## src/rtl/fetch_stage.sv

```systemverilog
// fetch_stage: instruction fetch front end with a 2-slot in-order request/response buffer.
//
// Sequential fetch from a PC register. At most two slots exist, and each one is either
// in flight at memory or holding a fetched word. A redirect (pc_sel) empties the buffer.
// Responses still owed by memory are then counted in drop_q and discarded in FLUSH.
//
// Optional feature: define FETCH_MISALIGN_TRAP_EN to turn a redirect to a non-word-aligned
// target into a single trap-marker entry (if_misalign=1, if_instr=NOP) once the drain
// finishes. After that entry is accepted, fetch stays idle until the next redirect.
// Without the macro, the low two target bits are cleared and if_misalign is tied low.
//
// Ports:
//   clk, reset        clock, synchronous active-high reset
//   pc_sel            redirect request from the branch controller
//   target_addr       redirect destination
//   imem_req_valid    request valid to instruction memory
//   imem_req_ready    memory accepts the request
//   imem_addr         request word address (pc_q)
//   imem_rsp_valid    in-order response valid
//   imem_rsp_data     response instruction word
//   if_valid          entry presented to decode
//   if_ready          decode accepts the entry
//   if_pc, if_instr   PC and instruction of the presented entry
//   if_misalign       presented entry is a misaligned-target trap marker
module fetch_stage #(
    parameter logic [31:0] RESET_PC = 32'h0000_0000
) (
    input  logic        clk,
    input  logic        reset,
    input  logic        pc_sel,
    input  logic [31:0] target_addr,
    output logic        imem_req_valid,
    input  logic        imem_req_ready,
    output logic [31:0] imem_addr,
    input  logic        imem_rsp_valid,
    input  logic [31:0] imem_rsp_data,
    output logic        if_valid,
    input  logic        if_ready,
    output logic [31:0] if_pc,
    output logic [31:0] if_instr,
    output logic        if_misalign
);

    localparam logic [31:0] NopInstr = 32'h0000_0013;

    typedef enum logic [2:0] {StBoot, StRun, StFlush, StTrap, StHalt} state_e;

    state_e      state_q, state_d;
    logic [31:0] pc_q, pc_d;
    logic        head_q, head_d;
    logic [1:0]  cnt_q, cnt_d;      // slots allocated: in flight + buffered
    logic [1:0]  nfill_q, nfill_d;  // allocated slots that already hold a response
    logic [1:0]  drop_q, drop_d;    // stale responses still to be discarded
    logic [31:0] trap_pc_q, trap_pc_d;
    logic        trap_pend_q, trap_pend_d;
    logic [31:0] slot_pc_q    [2];
    logic [31:0] slot_instr_q [2];

    logic        req_fire;
    logic        rsp_take;
    logic        pop;
    logic        alloc_idx;
    logic        fill_idx;
    logic        tgt_misalign;
    logic [31:0] tgt_pc;
    logic [1:0]  owed;
    logic [1:0]  new_drop;

`ifdef FETCH_MISALIGN_TRAP_EN
    assign tgt_misalign = (target_addr[1:0] != 2'b00);
    assign tgt_pc       = target_addr;
`else
    assign tgt_misalign = 1'b0;
    assign tgt_pc       = {target_addr[31:2], 2'b00};
`endif

    // Outputs
    always_comb begin
        imem_req_valid = (state_q == StRun) && (cnt_q < 2'd2);
        imem_addr      = pc_q;
        if (state_q == StTrap) begin
            if_valid = 1'b1;
            if_pc    = trap_pc_q;
            if_instr = NopInstr;
        end else begin
            if_valid = (state_q == StRun) && (nfill_q != 2'd0);
            if_pc    = slot_pc_q[head_q];
            if_instr = slot_instr_q[head_q];
        end
`ifdef FETCH_MISALIGN_TRAP_EN
        if_misalign = (state_q == StTrap);
`else
        if_misalign = 1'b0;
`endif
    end

    assign req_fire  = imem_req_valid && imem_req_ready;
    assign pop       = if_valid && if_ready && (state_q == StRun);
    assign rsp_take  = imem_rsp_valid && (state_q == StRun) && (nfill_q < cnt_q);
    // Slots fill in allocation order, so both indices are offsets from the head.
    assign alloc_idx = head_q ^ cnt_q[0];
    assign fill_idx  = head_q ^ nfill_q[0];

    // Responses still owed by memory after this edge. A response arriving now settles one
    // of them, and a request accepted now adds one. The total never exceeds 2, because
    // a request is only accepted while fewer than two slots are allocated.
    always_comb begin
        owed     = (state_q == StFlush) ? drop_q : (cnt_q - nfill_q);
        new_drop = owed + {1'b0, req_fire} - {1'b0, (imem_rsp_valid && (owed != 2'd0))};
    end

    // Next state
    always_comb begin
        state_d     = state_q;
        pc_d        = pc_q;
        head_d      = head_q;
        cnt_d       = cnt_q;
        nfill_d     = nfill_q;
        drop_d      = drop_q;
        trap_pc_d   = trap_pc_q;
        trap_pend_d = trap_pend_q;
        if (pc_sel) begin
            // A redirect wins over any response or pop in the same cycle.
            pc_d        = tgt_pc;
            head_d      = 1'b0;
            cnt_d       = 2'd0;
            nfill_d     = 2'd0;
            drop_d      = new_drop;
            trap_pc_d   = target_addr;
            trap_pend_d = tgt_misalign;
            if (new_drop != 2'd0) begin
                state_d = StFlush;
            end else if (tgt_misalign) begin
                state_d = StTrap;
            end else begin
                state_d = StRun;
            end
        end else begin
            unique case (state_q)
                StBoot: state_d = StRun;
                StRun: begin
                    if (req_fire) begin
                        pc_d = pc_q + 32'd4;
                    end
                    cnt_d   = cnt_q + {1'b0, req_fire} - {1'b0, pop};
                    nfill_d = nfill_q + {1'b0, rsp_take} - {1'b0, pop};
                    head_d  = head_q ^ pop;
                end
                StFlush: begin
                    if (drop_q == 2'd0) begin
                        state_d = StRun;
                    end else if (imem_rsp_valid) begin
                        drop_d = drop_q - 2'd1;
                        if (drop_q == 2'd1) begin
                            state_d = trap_pend_q ? StTrap : StRun;
                        end
                    end
                end
                StTrap: begin
                    if (if_ready) begin
                        state_d = StHalt;
                    end
                end
                StHalt:  state_d = StHalt;
                default: state_d = StBoot;
            endcase
        end
    end

    // State registers
    always_ff @(posedge clk) begin
        if (reset) begin
            state_q         <= StBoot;
            pc_q            <= RESET_PC;
            head_q          <= 1'b0;
            cnt_q           <= 2'd0;
            nfill_q         <= 2'd0;
            drop_q          <= 2'd0;
            trap_pc_q       <= 32'd0;
            trap_pend_q     <= 1'b0;
            slot_pc_q[0]    <= 32'd0;
            slot_pc_q[1]    <= 32'd0;
            slot_instr_q[0] <= 32'd0;
            slot_instr_q[1] <= 32'd0;
        end else begin
            state_q     <= state_d;
            pc_q        <= pc_d;
            head_q      <= head_d;
            cnt_q       <= cnt_d;
            nfill_q     <= nfill_d;
            drop_q      <= drop_d;
            trap_pc_q   <= trap_pc_d;
            trap_pend_q <= trap_pend_d;
            if (req_fire && !pc_sel) begin
                slot_pc_q[alloc_idx] <= pc_q;
            end
            if (rsp_take && !pc_sel) begin
                slot_instr_q[fill_idx] <= imem_rsp_data;
            end
        end
    end

endmodule

```

## config.mk

```make
export PLATFORM = sky130hd
export DESIGN_NAME = fetch_stage
export DESIGN_NICKNAME = d
export VERILOG_FILES = /design/src/rtl/fetch_stage.sv
export SDC_FILE = /design/constraint.sdc
export NUM_CORES = 1
export LEC_CHECK = 0
export BUFFER_PORTS_ARGS = -buffer_cell sky130_fd_sc_hd__buf_2
export CAP_MARGIN = 20
export CORE_MARGIN = 2
export CORE_UTILIZATION = 45
export CTS_BUF_LIST = sky130_fd_sc_hd__clkbuf_4
export DETAILED_ROUTE_END_ITERATION = 8
export HOLD_SLACK_MARGIN = 0.08
export PLACE_DENSITY = 0.75
export SETUP_SLACK_MARGIN = 0.02
export SYNTH_ARGS = -nofsm -noshare
export SYNTH_HDL_FRONTEND = slang
export SYNTH_SLANG_ARGS = --single-unit
export TNS_END_PERCENT = 1
```

## constraint.sdc

```tcl
create_clock -name clk -period 12.45 [get_ports clk]
set_input_delay 1.245 -clock clk [delete_from_list [all_inputs] [get_ports clk]]
set_output_delay 1.245 -clock clk [all_outputs]
set_load 0.05 [all_outputs]
```

==> impl_metrics.py <==
metrics = {
    "run": {
        "drv_cap": 0,
    },
    "power_and_ir_drop": {
        "power.leakage_nw": 4.29,
        "ir_worst_vdd_v": 0.0000533,
        "cellPowerDensity_nw_per_um2": 119,
        "fin_total_pwr_mw": 1.29,
    },
    "cts": {
        "hold_buffers": 0,
        "root_buffer": "clkbuf_4",
        "cts-htree-levels": 4,
        "worstSkewPairLatency_ns": 0.60,
        "cts_buffers": 17,
        "cts.clk_slew.worst_paths_ns": 0.17,
        "clkSinkCount": 197,
        "cts_tree": "done",
        "post_cts_buffers": 0,
        "clockBufferDepth": 2,
        "cts_resized": 0,
    },
    "sta": {
        "worst-slew-pin-transition_ns": 1.12,
        "min_period_over_period_pct": 34.4,
        "fin_setup_tns_ns": 0,
        "slew_headroom_pct": 25.5,
        "clock.fmax_mhz": 233,
        "period_minus_slack_ns": 4.29,
        "fin_ws_ns": 8.16,
        "fin_skew_ns": 0.0390,
        "grt_setup_unrepaired": "false",
        "finalSetupViolCount": 0,
        "drv_slew": 0,
        "hold_viol_final": 0,
    },
    "critical_path": {
        "endpoint_kind": "output pin",
        "worstSetupPathType": "flop to output pin",
        "rrSetupSlack_ns": 9.13,
        "cp_max_fo": 52,
        "required_ns": 11.20,
        "worstSetupStartpointType": "flop",
        "arrival_ns": 3.04,
        "reg2reg_depth": 4,
    },
    "logic_synthesis": {
        "synth_area_leader_cell": "edfxtp_1",
        "yosysWarningCount": 0,
        "async_flop_share_pct": 0,
        "syn_area_per_cell_um2": 10.6,
        "synth_edf_count": 124,
        "synthTopCellsByArea": "edfxtp_1 (39%), dfxtp_1 (15%), mux2i_1 (9.3%)",
        "synth_top_area_share_pct": 39.0,
        "synth_seq_area_share_pct": 54.3,
        "syn_area_um2": 9540,
        "synth_cell_types": 66,
        "netlist_instances": 896,
        "synth-seq-cells": 197,
        "synth-main-ff-cell": "edfxtp_1",
    },
    "final_layout": {
        "areaGrowthSynthToFinish_pct": 14.3,
        "final_area_um2": 10900,
        "drive_above_1_share_pct": 22.3,
        "multi_input_area_um2": 4050,
        "nNetsFinal": 1112,
        "instances_no_fill": 1319,
        "mostFrequentLayoutCells": "buf_2 (165), edfxtp_1 (124), and2_1 (115), nor2_1 (92), mux2i_1 (89)",
        "fill_cells": 1912,
        "layout_commonest_cell": "buf_2",
        "regArea_um2": 5190,
    },
    "global_routing": {
        "grt_max_degree": 66,
        "antenna_found_initial": 2,
        "overflow": 0,
        "grt_pass1_wl_um": 35200,
        "grt_pass1_vias": 6646,
        "grt_usage_pct": 20.4,
    },
    "floorplan": {
        "io-pin-count": 169,
        "core_um2": 20900,
        "rows": 53,
        "die-area_um2": 22400,
        "start_util_pct": 45.7,
        "fp.dieW_um": 150,
        "die_h_um": 150,
    },
    "drt": {
        "drt_iter0_markers": 412,
        "drtPass1Iterations": 5,
        "wl_um": 23000,
        "wire_per_inst_um": 17.5,
        "drc": 0,
        "via_count": 7125,
        "viasPerCell": 5.40,
        "ant_nets": 0,
    },
    "hold_path": {
        "min_path_cells": 2,
        "hold_path_class": "flop to flop",
    },
    "place": {
        "place_ws_ns": 8.27,
        "place.port_buffers": 165,
        "dpl_cell_area_um2": 10600,
        "dp.cells": 1285,
        "post-dp-hpwl_um": 16000,
        "place_congestion": 0.794,
    },
    "run_status": {
        "status": "finished clean",
    },
}
## stage by stage
stage                     utilization [%]  hold WS, ns
after floorplan                         -        0.446
after global placement               50.5        0.451
after detailed placement             50.6        0.456
after CTS                            52.1        0.478
after global routing                 52.2        0.498
final                                52.2        0.480
## cell families (layout without fill, tap and decap cells)
| group | after synthesis | after routing | synth area share [%] |
|---|---|---|---|
| other | 1 | 4 | 0.0393 |
| adder cells (fa/ha/maj) | 12 | 12 | 1.65 |
| multiplexers | 92 | 92 | 9.69 |
| AND/OR/NAND/NOR | 380 | 380 | 21.2 |
| buffers and inverters | 85 | 230 | 3.65 |
| XOR/XNOR | 18 | 18 | 1.65 |
| AO/OA/AOI/OAI | 111 | 111 | 7.76 |
| flip-flops | 197 | 197 | 54.3 |
## state kept, by name, summed over array words and instances (netlist names), named ones only
| register | flops |
|---|---|
| slot_pc_q | 60 |
| cnt_q | 2 |
| trap_pc_q | 32 |
| drop_q | 2 |
| imem_addr | 30 |
| state_q | 3 |
| head_q | 1 |
| slot_instr_q | 64 |
| nfill_q | 2 |
## area by class of cell
type	instances	area share [%]
Tap cell	275	3.16
Sequential cell	197	47.6
Multi-Input combinational cell	616	37.1
Timing Repair Buffer	175	8.41
Inverter	23	0.792
Antenna cell	1	0.0230
Clock buffer	18	1.24
Clock inverter	14	1.66
## power by group
| group | switching (mW) | leakage, nW | total (mW) | internal (mW) |
|---|---|---|---|---|
| Clock | 0.243 | 0.169 | 0.358 | 0.115 |
| Sequential | 0.0235 | 1.89 | 0.745 | 0.721 |
| Combinational | 0.140 | 2.23 | 0.190 | 0.0498 |
## cell usage after synthesis, types with 3 or more instances
cell,number
a2111oi_0,7
a211o_1,3
a211oi_1,14
a21oi_1,13
a311oi_1,7
and2_1,116
and3_1,7
and4_1,9
buf_1,4
buf_4,3
clkbuf_1,51
dfxtp_1,73
edfxtp_1,124
ha_1,11
inv_1,22
mux2_2,3
mux2i_1,89
nand2_1,67
nand2b_1,3
nand3_1,13
nand4_1,13
nor2_1,92
nor2b_1,6
nor3_1,20
nor4_1,9
o21ai_0,44
or3_1,4
or4b_2,3
xnor2_1,14
xor2_1,4
## path summary, 6_finish.rpt
path                                                       end                  startpoint
worst max-delay path                                 if_pc[21]     state_q[1]$_SDFFE_PP0P_
worst min-delay path                trap_pc_q[24]$_SDFFE_PP0P_  trap_pc_q[24]$_SDFFE_PP0P_
worst max register to register  slot_pc_q[0][30]$_SDFFCE_PN0P_     state_q[0]$_SDFFE_PP0P_
worst min register to register      trap_pc_q[24]$_SDFFE_PP0P_  trap_pc_q[24]$_SDFFE_PP0P_
## critical path: stages (launching register included)
cell     delay [ns]
dfxtp_1        0.51
and2b_2        0.25
and2_2         0.64
buf_4          0.53
nand2_1        0.09
o21ai_0        0.10
buf_2          0.30
## per-layer routing
metal	GRT usage (%)	vias up	part of all wire [%]
met5	0	-	0.056
met4	5.48	2	1.3
met3	4.30	22	5.9
met2	35.2	235	50
met1	26.0	3397	42
li1	-	3469	-
Note: power is estimated with default switching activity, not from simulation.
